===== config.mk =====
export PLATFORM = sky130hd
export DESIGN_NAME = w_serializer
export DESIGN_NICKNAME = d
export VERILOG_FILES = /design/src/rtl/w_serializer.sv
export SDC_FILE = /design/constraint.sdc
export NUM_CORES = 1
export LEC_CHECK = 0
export ABC_CLOCK_PERIOD_IN_PS = 1850
export CORE_MARGIN = 2
export CORE_UTILIZATION = 40
export DETAILED_ROUTE_END_ITERATION = 10
export SLEW_MARGIN = 20
export SYNTH_ARGS = -nofsm -noshare
export SYNTH_HDL_FRONTEND = slang
export SYNTH_SLANG_ARGS = --single-unit

===== constraint.sdc =====
create_clock -name clk -period 1.85 [get_ports clk]
set_input_delay 0.185 -clock clk [delete_from_list [all_inputs] [get_ports clk]]
set_output_delay 0.185 -clock clk [all_outputs]
set_load 0.03 [all_outputs]

===== src/rtl/w_serializer.sv =====
// w_serializer: loads a WIDTH-bit word and shifts it out MSB first on w,
// holding each bit for DIV clock cycles. Three-state control
// (IDLE -> SHIFT -> DONE -> IDLE) with every output taken straight from a flop.
module w_serializer #(
  parameter int WIDTH = 8,
  parameter int DIV   = 4
) (
  input  logic             clk,
  input  logic             rst_n,
  input  logic [WIDTH-1:0] load_data,
  input  logic             load_valid,
  output logic             load_ready,
  output logic             w,
  output logic             bit_strobe,
  output logic             busy,
  output logic             done
);

  localparam int DW = (DIV > 1) ? $clog2(DIV) : 1;
  localparam int BW = $clog2(WIDTH);

  localparam logic [1:0] ST_IDLE  = 2'd0;
  localparam logic [1:0] ST_SHIFT = 2'd1;
  localparam logic [1:0] ST_DONE  = 2'd2;

  // Terminal counts: last cycle of a bit, last bit of a word.
  localparam logic [DW-1:0] DIV_LAST = DW'(DIV - 1);
  localparam logic [BW-1:0] BIT_LAST = BW'(WIDTH - 1);

  logic [1:0]       state_q, state_d;
  logic [DW-1:0]    div_q, div_d;
  logic [BW-1:0]    bit_q, bit_d;
  logic [WIDTH-1:0] sreg_q, sreg_d;
  logic             w_q, w_d;
  logic             strobe_q, strobe_d;
  logic             busy_q, busy_d;
  logic             done_q, done_d;
  logic             ready_q, ready_d;

  // Next-state and next-output logic for the serializer control.
  always_comb begin
    state_d  = state_q;
    div_d    = div_q;
    bit_d    = bit_q;
    sreg_d   = sreg_q;
    w_d      = w_q;
    strobe_d = 1'b0;
    busy_d   = busy_q;
    done_d   = 1'b0;
    ready_d  = ready_q;
    case (state_q)
      ST_IDLE: begin
        w_d    = 1'b0;
        busy_d = 1'b0;
        if (load_valid && ready_q) begin
          // Accept: capture the word and put its MSB on w immediately.
          state_d  = ST_SHIFT;
          sreg_d   = load_data;
          w_d      = load_data[WIDTH-1];
          strobe_d = 1'b1;
          busy_d   = 1'b1;
          ready_d  = 1'b0;
          div_d    = {DW{1'b0}};
          bit_d    = {BW{1'b0}};
        end else begin
          // Also the path that raises ready on the first edge out of reset.
          ready_d = 1'b1;
        end
      end
      ST_SHIFT: begin
        if (div_q != DIV_LAST) begin
          div_d = div_q + DW'(1);
        end else if (bit_q != BIT_LAST) begin
          // Bit period over: advance to the next bit (sreg[WIDTH-2] is it).
          sreg_d   = {sreg_q[WIDTH-2:0], 1'b0};
          w_d      = sreg_q[WIDTH-2];
          strobe_d = 1'b1;
          bit_d    = bit_q + BW'(1);
          div_d    = {DW{1'b0}};
        end else begin
          state_d = ST_DONE;
          w_d     = 1'b0;
          busy_d  = 1'b0;
          done_d  = 1'b1;
        end
      end
      ST_DONE: begin
        state_d = ST_IDLE;
        w_d     = 1'b0;
        busy_d  = 1'b0;
        ready_d = 1'b1;
      end
      default: begin
        // Unreachable encoding: fall back to a quiet, not-ready IDLE.
        state_d = ST_IDLE;
        w_d     = 1'b0;
        busy_d  = 1'b0;
        ready_d = 1'b0;
      end
    endcase
  end

  // State, counter, shift register and output flops; async reset clears all.
  always_ff @(posedge clk or negedge rst_n) begin
    if (!rst_n) begin
      state_q  <= ST_IDLE;
      div_q    <= {DW{1'b0}};
      bit_q    <= {BW{1'b0}};
      sreg_q   <= {WIDTH{1'b0}};
      w_q      <= 1'b0;
      strobe_q <= 1'b0;
      busy_q   <= 1'b0;
      done_q   <= 1'b0;
      ready_q  <= 1'b0;
    end else begin
      state_q  <= state_d;
      div_q    <= div_d;
      bit_q    <= bit_d;
      sreg_q   <= sreg_d;
      w_q      <= w_d;
      strobe_q <= strobe_d;
      busy_q   <= busy_d;
      done_q   <= done_d;
      ready_q  <= ready_d;
    end
  end

  assign load_ready = ready_q;
  assign w          = w_q;
  assign bit_strobe = strobe_q;
  assign busy       = busy_q;
  assign done       = done_q;

endmodule


==> tab_implementation.tex <==
\begin{tabular}{lr}
\hline
Metric & Value \\
\hline
\multicolumn{2}{l}{\textbf{Global routing}} \\
\quad First-pass GRT wire length & 2980 um \\
\quad GR Util All Layers & 15.76\% \\
\quad Initial antenna violation count & 0 \\
\quad Maximum number of pins on one net before global-route repair & 20 \\
\quad GRT Residual Overflow & 0 \\
\quad Number of global-route vias before repair & 708 \\
\multicolumn{2}{l}{\textbf{Timing}} \\
\quad Headroom to the max-slew limit & 73.60\% \\
\quad Smallest setup slack after layout & 0.3094 ns \\
\quad Post-Route Skew & 0.003063 ns \\
\quad Final Setup Violations & 0 \\
\quad Hold Fails Final Rpt & 0 \\
\quad Worst slack on hold paths & 0.2149 ns \\
\quad Min Tclk post-route & 1.541 ns \\
\quad Pins over their slew limit & 0 \\
\quad Actual transition at the worst max-transition pin & 0.3961 ns \\
\quad Share of the cycle needed by the critical path after routing & 83.27\% \\
\quad FMAX & 649.1 MHz \\
\quad Setup TNS Final & 0 ns \\
\quad Setup repair after global routing missed its margin & no \\
\multicolumn{2}{l}{\textbf{Detailed routing}} \\
\quad Detailed-route wire length & 1634 um \\
\quad Via count & 667 \\
\quad Vias per cell & 4.978 \\
\quad Remaining antenna violation count & 0 \\
\quad Pre-Repair DR Iteration Count & 4 \\
\quad Routed length per instance & 12.19 um \\
\quad Number of DRC markers in iteration 0 & 5 \\
\quad DRC Markers & 0 \\
\multicolumn{2}{l}{\textbf{Final layout}} \\
\quad Layout cell share with drive strength beyond 1 & 8.491\% \\
\quad Number of nets in the finished design & 122 \\
\quad Finished Layout Cells & 134 \\
\quad Area growth syn-to-layout & 23.55\% \\
\quad Final core utilization & 51.02\% \\
\quad Number of diodes added for antenna fixing & 0 \\
\multicolumn{2}{l}{\textbf{Worst hold path}} \\
\quad Hold Crit Class & in2async \\
\multicolumn{2}{l}{\textbf{Synth}} \\
\quad Syn Inst Count & 88 \\
\quad Syn Nets & 103 \\
\quad Mean Syn Cell Area & 10.08 sq um \\
\quad Synth cell types & 24 \\
\quad Syn Std Cell Area & 887.1 sq um \\
\quad Sequential element share of the synthesized area & 53.60\% \\
\quad Async SR Flop Fraction & 100.0\% \\
\quad Number of enable flip-flop cells after synthesis & 0 \\
\quad Most frequently used flop master after synthesis & sky130\_fd\_sc\_hd\_\_dfrtp\_1 \\
\quad Warnings, synthesis & 0 \\
\quad Number of storage elements in the synthesis netlist & 19 \\
\multicolumn{2}{l}{\textbf{Worst setup path}} \\
\quad Startpoint-to-endpoint class of the critical path & reg2reg \\
\quad R2r startpoint & bit\_q[0]\$\_DFFE\_PN0P\_ \\
\quad Timing startpoint of the critical path & bit\_q[0]\$\_DFFE\_PN0P\_ \\
\quad Register-to-register setup slack & 0.31 ns \\
\quad Required time at the endpoint of the critical path & 2.08 ns \\
\quad Cell depth of the worst flop-to-flop path & 5 \\
\quad Startpoint type of the worst setup path & flop \\
\quad Largest driver fanout on the critical path & 10 \\
\quad Endpoint of the worst register-to-register path & bit\_q[1]\$\_DFFE\_PN0P\_ \\
\quad Data arrival time of the critical path & 1.77 ns \\
\quad Capturing instance or port of the critical path & bit\_q[1]\$\_DFFE\_PN0P\_ \\
\quad CP endpoint kind & flop \\
\multicolumn{2}{l}{\textbf{Power}} \\
\quad Sw Share & 37.58\% \\
\quad Switching component of the power & 0.0006131 W \\
\quad Maximum ir drop on the vdd rail & 0.0006659 V \\
\quad Share of power burned in registers & 41.7\% \\
\quad Cell-internal power & 0.001018 W \\
\quad Relative contribution of the clock network to total power & 12.8\% \\
\quad Pwr/cell area & 1488 mW/mm\^{}2 \\
\quad Leak & 0.5030 nW \\
\quad Comb power frac & 45.5\% \\
\multicolumn{2}{l}{\textbf{Clock network}} \\
\quad Clock tree from TritonCTS & built \\
\quad Number of buffers between clock root and the deepest sink & 2 \\
\quad CTS Root Buffer Type & sky130\_fd\_sc\_hd\_\_clkbuf\_4 \\
\quad Post-CTS Setup Inserts & 0 \\
\quad Clk Latency, worst-skew pair & 0.30 ns \\
\quad Number of H-tree branching levels & 1 \\
\quad Clock-pin transition on the worst setup and hold timing paths & 0.10 ns \\
\quad Total number of clock tree sinks & 19 \\
\quad TritonCTS buffer count & 3 \\
\multicolumn{2}{l}{\textbf{Placement}} \\
\quad Total of buffers placed on input and output ports & 15 \\
\quad GP Congestion & 0.7558 \\
\quad HPWL Detailed & 1168 um \\
\quad Worst setup slack before clock tree synthesis & 0.1526 ns \\
\quad Number of placed instances, taps included & 130 \\
\multicolumn{2}{l}{\textbf{Floorplanning}} \\
\quad Effective utilization at floorplan & 41.29\% \\
\quad Rows & 17 \\
\quad Number of top-level pins & 16 \\
\quad Die width & 51.10 um \\
\quad Area of the core & 0.002148 sq mm \\
\quad Full die area & 0.002611 sq mm \\
\quad Die Y-Extent & 51.10 um \\
\multicolumn{2}{l}{\textbf{Status}} \\
\quad Result of the run & completed \\
\multicolumn{2}{l}{\textbf{Flow run}} \\
\quad Max Cap Violations & 0 \\
\hline
\end{tabular}
==> state kept, by name, indices dropped and copies added, names as in the netlist <==
register    cells
sreg_q          7
div_q           2
done            1
state_q         2
bit_strobe      1
load_ready      1
busy            1
w               1
bit_q           3
==> routing by layer <==
layer,global-route usage (%),share of wire (%)
met3,2.632,4.3
met4,10.36,2.4
met5,0,0
met1,20.53,47
met2,24.03,46
==> area by class of cell <==
type	instances	area, sq um
Inverter	6	22.52
Multi-Input combinational cell	58	356.6
Clock buffer	4	26.28
Sequential cell	19	475.5
Timing Repair Buffer	19	180.2
Tap cell	28	35.03
Fill cell	204	1052
==> synth_stat cells, drive strengths merged (3+ instances only) <==
cell | count | area share [%]
a21oi | 4 | 2.3
a31oi | 6 | 4.2
buf | 3 | 3.1
dfrtp | 19 | 54
ha | 4 | 5.6
inv | 6 | 2.5
nand2 | 17 | 7.2
nand2b | 3 | 2.1
nor3 | 7 | 3.9
==> cell usage in the layout (no fill, tap or decap), types with 2 or more instances in the layout <==
master                            synthesis  final
sky130_fd_sc_hd__inv_1                    6      6
sky130_fd_sc_hd__clkbuf_4                 0      3
sky130_fd_sc_hd__nor3_1                   7      7
sky130_fd_sc_hd__nor2_1                   2      2
sky130_fd_sc_hd__mux2i_1                  2      2
sky130_fd_sc_hd__dfrtp_1                 19     19
sky130_fd_sc_hd__a31oi_1                  6      6
sky130_fd_sc_hd__a21oi_1                  4      4
sky130_fd_sc_hd__nand2_1                 17     17
sky130_fd_sc_hd__a21o_1                   2      2
sky130_fd_sc_hd__clkdlybuf4s50_1          0     15
sky130_fd_sc_hd__o21bai_1                 2      2
sky130_fd_sc_hd__nand2b_1                 3      3
sky130_fd_sc_hd__ha_1                     4      4
sky130_fd_sc_hd__buf_4                    0      4
==> worst max-delay path, stage by stage (launching register included) <==
cell	delay [ns]
sky130_fd_sc_hd__dfrtp_1	0.39
sky130_fd_sc_hd__ha_1	0.22
sky130_fd_sc_hd__ha_1	0.19
sky130_fd_sc_hd__and4bb_1	0.29
sky130_fd_sc_hd__or2_4	0.19
sky130_fd_sc_hd__mux2i_1	0.19
==> cell families (layout without fill, tap and decap cells) <==
family	after synthesis	in the layout	share of synthesized area [%]
fa+ha+maj	4	4	5.642
flops	19	19	53.60
mux	2	2	2.257
compound gates	18	18	12.97
buf+inv	11	29	6.487
simple gates	34	34	19.04
==> how the worst min path moves through the flow <==
stage / cells after the start / startpoint / endpoint
finish: 2 / rst_n / sreg_q[6]$_DFFE_PN0P_
CTS: 2 / rst_n / bit_strobe$_DFF_PN0_
global placement: 1 / busy$_DFFE_PN0P_ / busy$_DFFE_PN0P_
global route: 2 / rst_n / sreg_q[4]$_DFFE_PN0P_
detailed placement: 1 / busy$_DFFE_PN0P_ / busy$_DFFE_PN0P_
floorplan: 0 / rst_n / bit_q[0]$_DFFE_PN0P_
==> power by group through the flow <==
stage               Sequential, W  Combinational [W]  Clock, W
global placement         0.000685           0.000732         0
CTS                      0.000683           0.000742  0.000217
global route             0.000704           0.000851  0.000233
finish                   0.000680           0.000742  0.000209
floorplan                0.000743           0.000496         0
detailed placement       0.000691           0.000743         0
==> timing repair <==
| action | in CTS | in global routing |
|---|---|---|
| setup endpoints to repair | 0 | 1 |
| hold buffers | 0 | 0 |
| gates resized for setup | 0 | 1 |
| endpoints found under the hold margin | 0 | 0 |
==> metrics by stage <==
step                power (W)  area, sq um
finish               0.001631         1096
global route         0.001788         1096
CTS                  0.001641         1094
detailed placement   0.001434         1067
global placement     0.001417         1067
floorplan            0.001239        887.1
Note: power is estimated with default switching activity, not from simulation.
